[src/rtl/vga_sync_decoder.sv]
// VGA input decoder: measures line/frame timing from hsync/vsync, acquires lock, and
// emits 2:1 downsampled frame-buffer writes for the active window once locked.
module vga_sync_decoder #(
    parameter int H_ACT_BEGIN = 143,
    parameter int V_ACT_BEGIN = 34,
    parameter int H_CAP       = 320,
    parameter int V_CAP       = 240,
    parameter int LOCK_FRAMES = 2
) (
    input  logic       clock,
    input  logic       reset_n,
    input  logic       pix_en,
    input  logic       hsync_in,
    input  logic       vsync_in,
    input  logic [2:0] rgb_in,
    output logic       locked,
    output logic [9:0] line_len,
    output logic [9:0] frame_lines,
    output logic       pix_we,
    output logic [8:0] pix_x,
    output logic [7:0] pix_y,
    output logic [2:0] pix_rgb
);

    localparam logic [1:0] ST_SEARCH = 2'd0;
    localparam logic [1:0] ST_TRACK  = 2'd1;
    localparam logic [1:0] ST_LOCKED = 2'd2;

    localparam logic [9:0] CNT_MAX = 10'd1023;
    localparam logic [9:0] H_BEG   = 10'(H_ACT_BEGIN);
    localparam logic [9:0] V_BEG   = 10'(V_ACT_BEGIN);
    localparam logic [9:0] H_SPAN  = 10'(2 * H_CAP);
    localparam logic [9:0] V_SPAN  = 10'(2 * V_CAP);
    localparam logic [7:0] LOCK_N  = 8'(LOCK_FRAMES);

    logic       hs_prev_q, hs_prev_d;
    logic       vs_prev_q, vs_prev_d;
    logic       vpend_q, vpend_d;
    logic [9:0] hcount_q, hcount_d;
    logic [9:0] vcount_q, vcount_d;
    logic [9:0] line_len_q, line_len_d;
    logic [9:0] frame_lines_q, frame_lines_d;
    logic [1:0] state_q, state_d;
    logic [9:0] ref_len_q, ref_len_d;
    logic [9:0] ref_lines_q, ref_lines_d;
    logic [7:0] match_q, match_d;
    logic       locked_q, locked_d;
    logic       we_q, we_d;
    logic [8:0] x_q, x_d;
    logic [7:0] y_q, y_d;
    logic [2:0] rgb_q, rgb_d;

    logic       line_start, vfall, frame_start, sat;
    logic [9:0] dh, dv;

    assign line_start  = pix_en & ~hsync_in & hs_prev_q;
    assign vfall       = pix_en & ~vsync_in & vs_prev_q;
    // A vsync fall in the same sample as the hsync fall starts the frame immediately.
    assign frame_start = line_start & (vpend_q | vfall);

    always_comb begin
        hs_prev_d     = hs_prev_q;
        vs_prev_d     = vs_prev_q;
        vpend_d       = vpend_q;
        hcount_d      = hcount_q;
        vcount_d      = vcount_q;
        line_len_d    = line_len_q;
        frame_lines_d = frame_lines_q;
        if (pix_en) begin
            hs_prev_d = hsync_in;
            vs_prev_d = vsync_in;
            if (line_start) begin
                hcount_d   = 10'd0;
                line_len_d = hcount_q + 10'd1;
            end else if (hcount_q != CNT_MAX) begin
                hcount_d = hcount_q + 10'd1;
            end
            if (frame_start) begin
                vcount_d      = 10'd0;
                vpend_d       = 1'b0;
                frame_lines_d = vcount_q + 10'd1;
            end else begin
                if (line_start && vcount_q != CNT_MAX) vcount_d = vcount_q + 10'd1;
                if (vfall) vpend_d = 1'b1;
            end
        end
    end

    assign sat = (hcount_d == CNT_MAX) | (vcount_d == CNT_MAX);
    // Offsets wrap on underflow, so pixels before the window fail the span check.
    assign dh  = hcount_d - H_BEG;
    assign dv  = vcount_d - V_BEG;

    always_comb begin
        state_d     = state_q;
        ref_len_d   = ref_len_q;
        ref_lines_d = ref_lines_q;
        match_d     = match_q;
        we_d        = 1'b0;
        x_d         = x_q;
        y_d         = y_q;
        rgb_d       = rgb_q;
        if (pix_en) begin
            case (state_q)
                ST_SEARCH: begin
                    if (frame_start) begin
                        ref_len_d   = line_len_d;
                        ref_lines_d = frame_lines_d;
                        match_d     = 8'd0;
                        state_d     = ST_TRACK;
                    end
                end
                ST_TRACK: begin
                    if (sat) begin
                        state_d = ST_SEARCH;
                    end else if (frame_start) begin
                        if (line_len_d == ref_len_q && frame_lines_d == ref_lines_q) begin
                            match_d = match_q + 8'd1;
                            if (match_d == LOCK_N) state_d = ST_LOCKED;
                        end else begin
                            ref_len_d   = line_len_d;
                            ref_lines_d = frame_lines_d;
                            match_d     = 8'd0;
                        end
                    end
                end
                ST_LOCKED: begin
                    if (sat || (line_start && line_len_d != ref_len_q)
                            || (frame_start && frame_lines_d != ref_lines_q))
                        state_d = ST_SEARCH;
                end
                default: state_d = ST_SEARCH;
            endcase
            if (locked_q && dh < H_SPAN && dv < V_SPAN && !dh[0] && !dv[0]) begin
                we_d  = 1'b1;
                x_d   = dh[9:1];
                y_d   = dv[8:1];
                rgb_d = rgb_in;
            end
        end
    end

    assign locked_d = (state_d == ST_LOCKED);

    always_ff @(posedge clock) begin
        if (!reset_n) begin
            hs_prev_q     <= 1'b0;
            vs_prev_q     <= 1'b0;
            vpend_q       <= 1'b0;
            hcount_q      <= 10'd0;
            vcount_q      <= 10'd0;
            line_len_q    <= 10'd0;
            frame_lines_q <= 10'd0;
            state_q       <= ST_SEARCH;
            ref_len_q     <= 10'd0;
            ref_lines_q   <= 10'd0;
            match_q       <= 8'd0;
            locked_q      <= 1'b0;
            we_q          <= 1'b0;
            x_q           <= 9'd0;
            y_q           <= 8'd0;
            rgb_q         <= 3'd0;
        end else begin
            hs_prev_q     <= hs_prev_d;
            vs_prev_q     <= vs_prev_d;
            vpend_q       <= vpend_d;
            hcount_q      <= hcount_d;
            vcount_q      <= vcount_d;
            line_len_q    <= line_len_d;
            frame_lines_q <= frame_lines_d;
            state_q       <= state_d;
            ref_len_q     <= ref_len_d;
            ref_lines_q   <= ref_lines_d;
            match_q       <= match_d;
            locked_q      <= locked_d;
            we_q          <= we_d;
            x_q           <= x_d;
            y_q           <= y_d;
            rgb_q         <= rgb_d;
        end
    end

    assign locked      = locked_q;
    assign line_len    = line_len_q;
    assign frame_lines = frame_lines_q;
    assign pix_we      = we_q;
    assign pix_x       = x_q;
    assign pix_y       = y_q;
    assign pix_rgb     = rgb_q;

endmodule

[config.mk]
export PLATFORM = sky130hd
export DESIGN_NAME = vga_sync_decoder
export DESIGN_NICKNAME = d
export VERILOG_FILES = /design/src/rtl/vga_sync_decoder.sv
export SDC_FILE = /design/constraint.sdc
export NUM_CORES = 1
export LEC_CHECK = 0
export BUFFER_PORTS_ARGS = -buffer_cell sky130_fd_sc_hd__buf_2
export CAP_MARGIN = 15
export CORE_MARGIN = 2
export CORE_UTILIZATION = 45
export DETAILED_ROUTE_END_ITERATION = 10
export GPL_TIMING_DRIVEN = 0
export SLEW_MARGIN = 40
export SYNTH_ARGS = -nofsm -noshare
export SYNTH_HDL_FRONTEND = slang
export SYNTH_SLANG_ARGS = --single-unit
[constraint.sdc]
create_clock -name clock -period 9.13 [get_ports clock]
set_input_delay 0.4565 -clock clock [delete_from_list [all_inputs] [get_ports clock]]
set_output_delay 0.4565 -clock clock [all_outputs]
set_load 0.01 [all_outputs]
==> metrics.txt <==
post-CTS sizing=0; Crit Path Max Fanout=10; die width=roughly 120 um; met1 Use GR=0.316; most frequent cells in the layout=dfxtp_1 (95), buf_2 (67), nor2_1 (58); clk slew on worst S/H paths=0.07 ns; crit path from=vcount_q[0]$_SDFF_PN0_; layout cells sized above 1=0.194; vias in the first global route=5177; area leader, netlist=dfxtp_1; WP data required=9.41 ns; synth warn=0; CP startpoint kind=flop; Crit. End Element=flop; DP HPWL=between 10000 and 15000 um; ANT nets after route=0; critical path, cell by cell=ha_1 -> nand3_2 -> buf_6 -> or3_1 -> buf_6 -> nand3_1 -> a21boi_0 -> ha_1 -> o2111ai_4 -> a211oi_4 -> buf_6 -> nand3_1 -> a21oi_1; complex-gate fraction of the synthesized area=0.248; met3 Track Usage GR=0.0352; most common cell after layout, fill and taps aside=dfxtp_1; clock buffer count from CTS=9; adder-cell share of the synthesized area=0.0127; initial antenna violation count=0; global routing's busiest layer=met2; Slew Viols, Final=0; skew final=0.00804 ns; DP Worst Slack=5.35 ns; Sink Count=95; Fmax achieved=0.264 GHz; Global Route Usage Sum=0.234; Area contributors post-synth=dfxtp_1 (32%), xnor2_1 (3.9%), nor2_1 (3.7%); period utilization=0.415; routing usage on met2=0.368; Synth cell types=90; Hold-fix buffers, CTS=0; core area=12700 sq um; number of synthesized flops with an enable pin=0; flip-flop and latch count after synthesis=95; clk buf depth=2; status=finished clean; Ports=50; most frequent CP cell=buf_6; max_cap viols=0; first-pass GRT wire length=between 20000 and 30000 um; Yosys top cell area share=0.323; largest net degree at the start of global routing=15; Fin Hold WS=0.357 ns; PortBufs=48; worst vdd ir=0.0647 mV; Seq/Total Area, Yosys=0.323; Arrival @ worst endpoint=4.07 ns; Post-Syn Nets=707; DR DRC count=0; leakage power=2.66 nW; CP max stage cell=a211oi_4; Setup-failing EPs final=0; Final GP Congestion=about 0.87; number of vias per cell=5.83; Post-Route WL=16300 um; hold crit path type=input pin to flop; hold_sp=rgb_in[0]; Critical R2R Launch=vcount_q[0]$_SDFF_PN0_; main combinational cell family by area after synthesis=simple AND/OR/NAND/NOR gates; Net count, final=766; Routed WL per cell=17.6 um; Final min period=3.79 ns; H-tree lvl count=3; Post-Syn Area=5890 sq um; Vias=5418; post-route setup slack=5.34 ns; CTS root buffer=clkbuf_16; # diodes=0; Mapped Avg Cell Area=8.50 sq um; TritonCTS clock tree=done; row count=roughly 40; worst setup path category=flop to flop; total power=about 0.86 mW; Final Util=0.522; Final TNS setup=0 ns; mux contribution to synthesized area=0.0189; RSZ-0062 raised after global routing=false; Async S/R FF share, synth=0; number of setup buffers added after CTS=0; Synth Area in XOR/XNOR=0.0684; clk_lat worst skew=0.35 ns; Max-slew headroom=0.452; delay of the slowest critical-path stage=between 0.5 and 0.6 ns; worst-margin pin slew=0.822 ns; ys flop type=dfxtp_1; Hold Violations, Final=0; Pre-Repair DR Iteration Count=4; Die Footprint=approximately 14000 sq um; simple-gate share of the synthesized area=0.267; area grow syn2layout=12.7%; Die H=around 120 um; Remaining Overflow, GRT=0; Initial Util=0.463; Cell Pwr Density=~130 nW/um^2; Gate Count Post-Synth=slightly below 700; initial DRC count=304
[layout make-up]
cell class	instances	area (sq um)
clock buffer	13	250
sequential	95	1900
fill	1272	6080
inverter	22	82.6
tap	172	215
buffer	50	280
multi-input combinational	526	3630
timing repair buffer	48	240
clock inverter	3	42.5
[critical path: cells and delay by family (launching register included)]
kind | cells | cell delay (ns)
buffers and inverters | 3 | 0.53
AOI/OAI and AO/OA | 4 | 1.35
DFF | 1 | 0.47
adders and majority gates | 2 | 0.67
and+or+nand+nor | 4 | 0.70
[synth_stat cells, types with 8 or more instances]
cell / count
a211oi_1: 17
a21o_1: 13
a21oi_1: 39
a31oi_1: 14
and2_1: 21
and3_1: 15
and4_1: 8
buf_2: 19
clkbuf_1: 15
dfxtp_1: 95
inv_1: 22
mux2i_1: 10
nand2_1: 53
nand2b_1: 9
nand3_1: 32
nand4_1: 12
nor2_1: 58
nor3_1: 19
o21ai_0: 17
o21ai_1: 15
xnor2_1: 26
xor2_1: 20
[sequential cells by signal, indices dropped and copies added, names as in the netlist]
name         flops
frame_lines     10
hcount_q        10
line_len        10
ref_len_q       10
ref_lines_q     10
vcount_q        10
pix_x            9
match_q          8
pix_y            8
pix_rgb          3
state_q          2
hs_prev_q        1
locked           1
pix_we           1
vpend_q          1
vs_prev_q        1
[worst paths after layout]
| path | endpoint | slack, ns | cells past startpoint |
|---|---|---|---|
| worst min register to register | pix_x[3]$_SDFFE_PN0P_ | 0.46 | 2 |
| worst max-delay path | pix_y[0]$_SDFFE_PN0P_ | 5.34 | 13 |
| worst max register to register | pix_y[0]$_SDFFE_PN0P_ | 5.34 | 13 |
| worst min-delay path | pix_rgb[0]$_SDFFE_PN0P_ | 0.36 | 3 |
[kinds of logic after synthesis]
logic type               Yosys count
multiplexers                      11
adder cells (fa/ha/maj)            6
buffers and inverters             72
XOR/XNOR                          46
flip-flops                        95
AND/OR/NAND/NOR                  275
AO/OA/AOI/OAI                    188
[layer usage]
layer,wire length [um],share of wire
met1,7680,0.47
met2,7430,0.46
met3,718,0.044
met4,476,0.029
met5,0,0
[per-stage QoR]
stage | area (sq um) | std cells
6_report | 6640 | 929
5_1_grt | 6640 | 929
4_1_cts | 6640 | 929
3_5_place_dp | 6350 | 913
3_3_place_gp | 6350 | 913
2_1_floorplan | 5890 | 693
[power breakdown]
group	leakage (nW)	internal, mW	total (mW)	switching, mW
clock network	0.140	0.220	0.383	0.163
logic	1.75	0.0172	0.0532	0.0360
registers	0.766	0.417	0.420	0.00315
(Power assumes the default switching activity.)
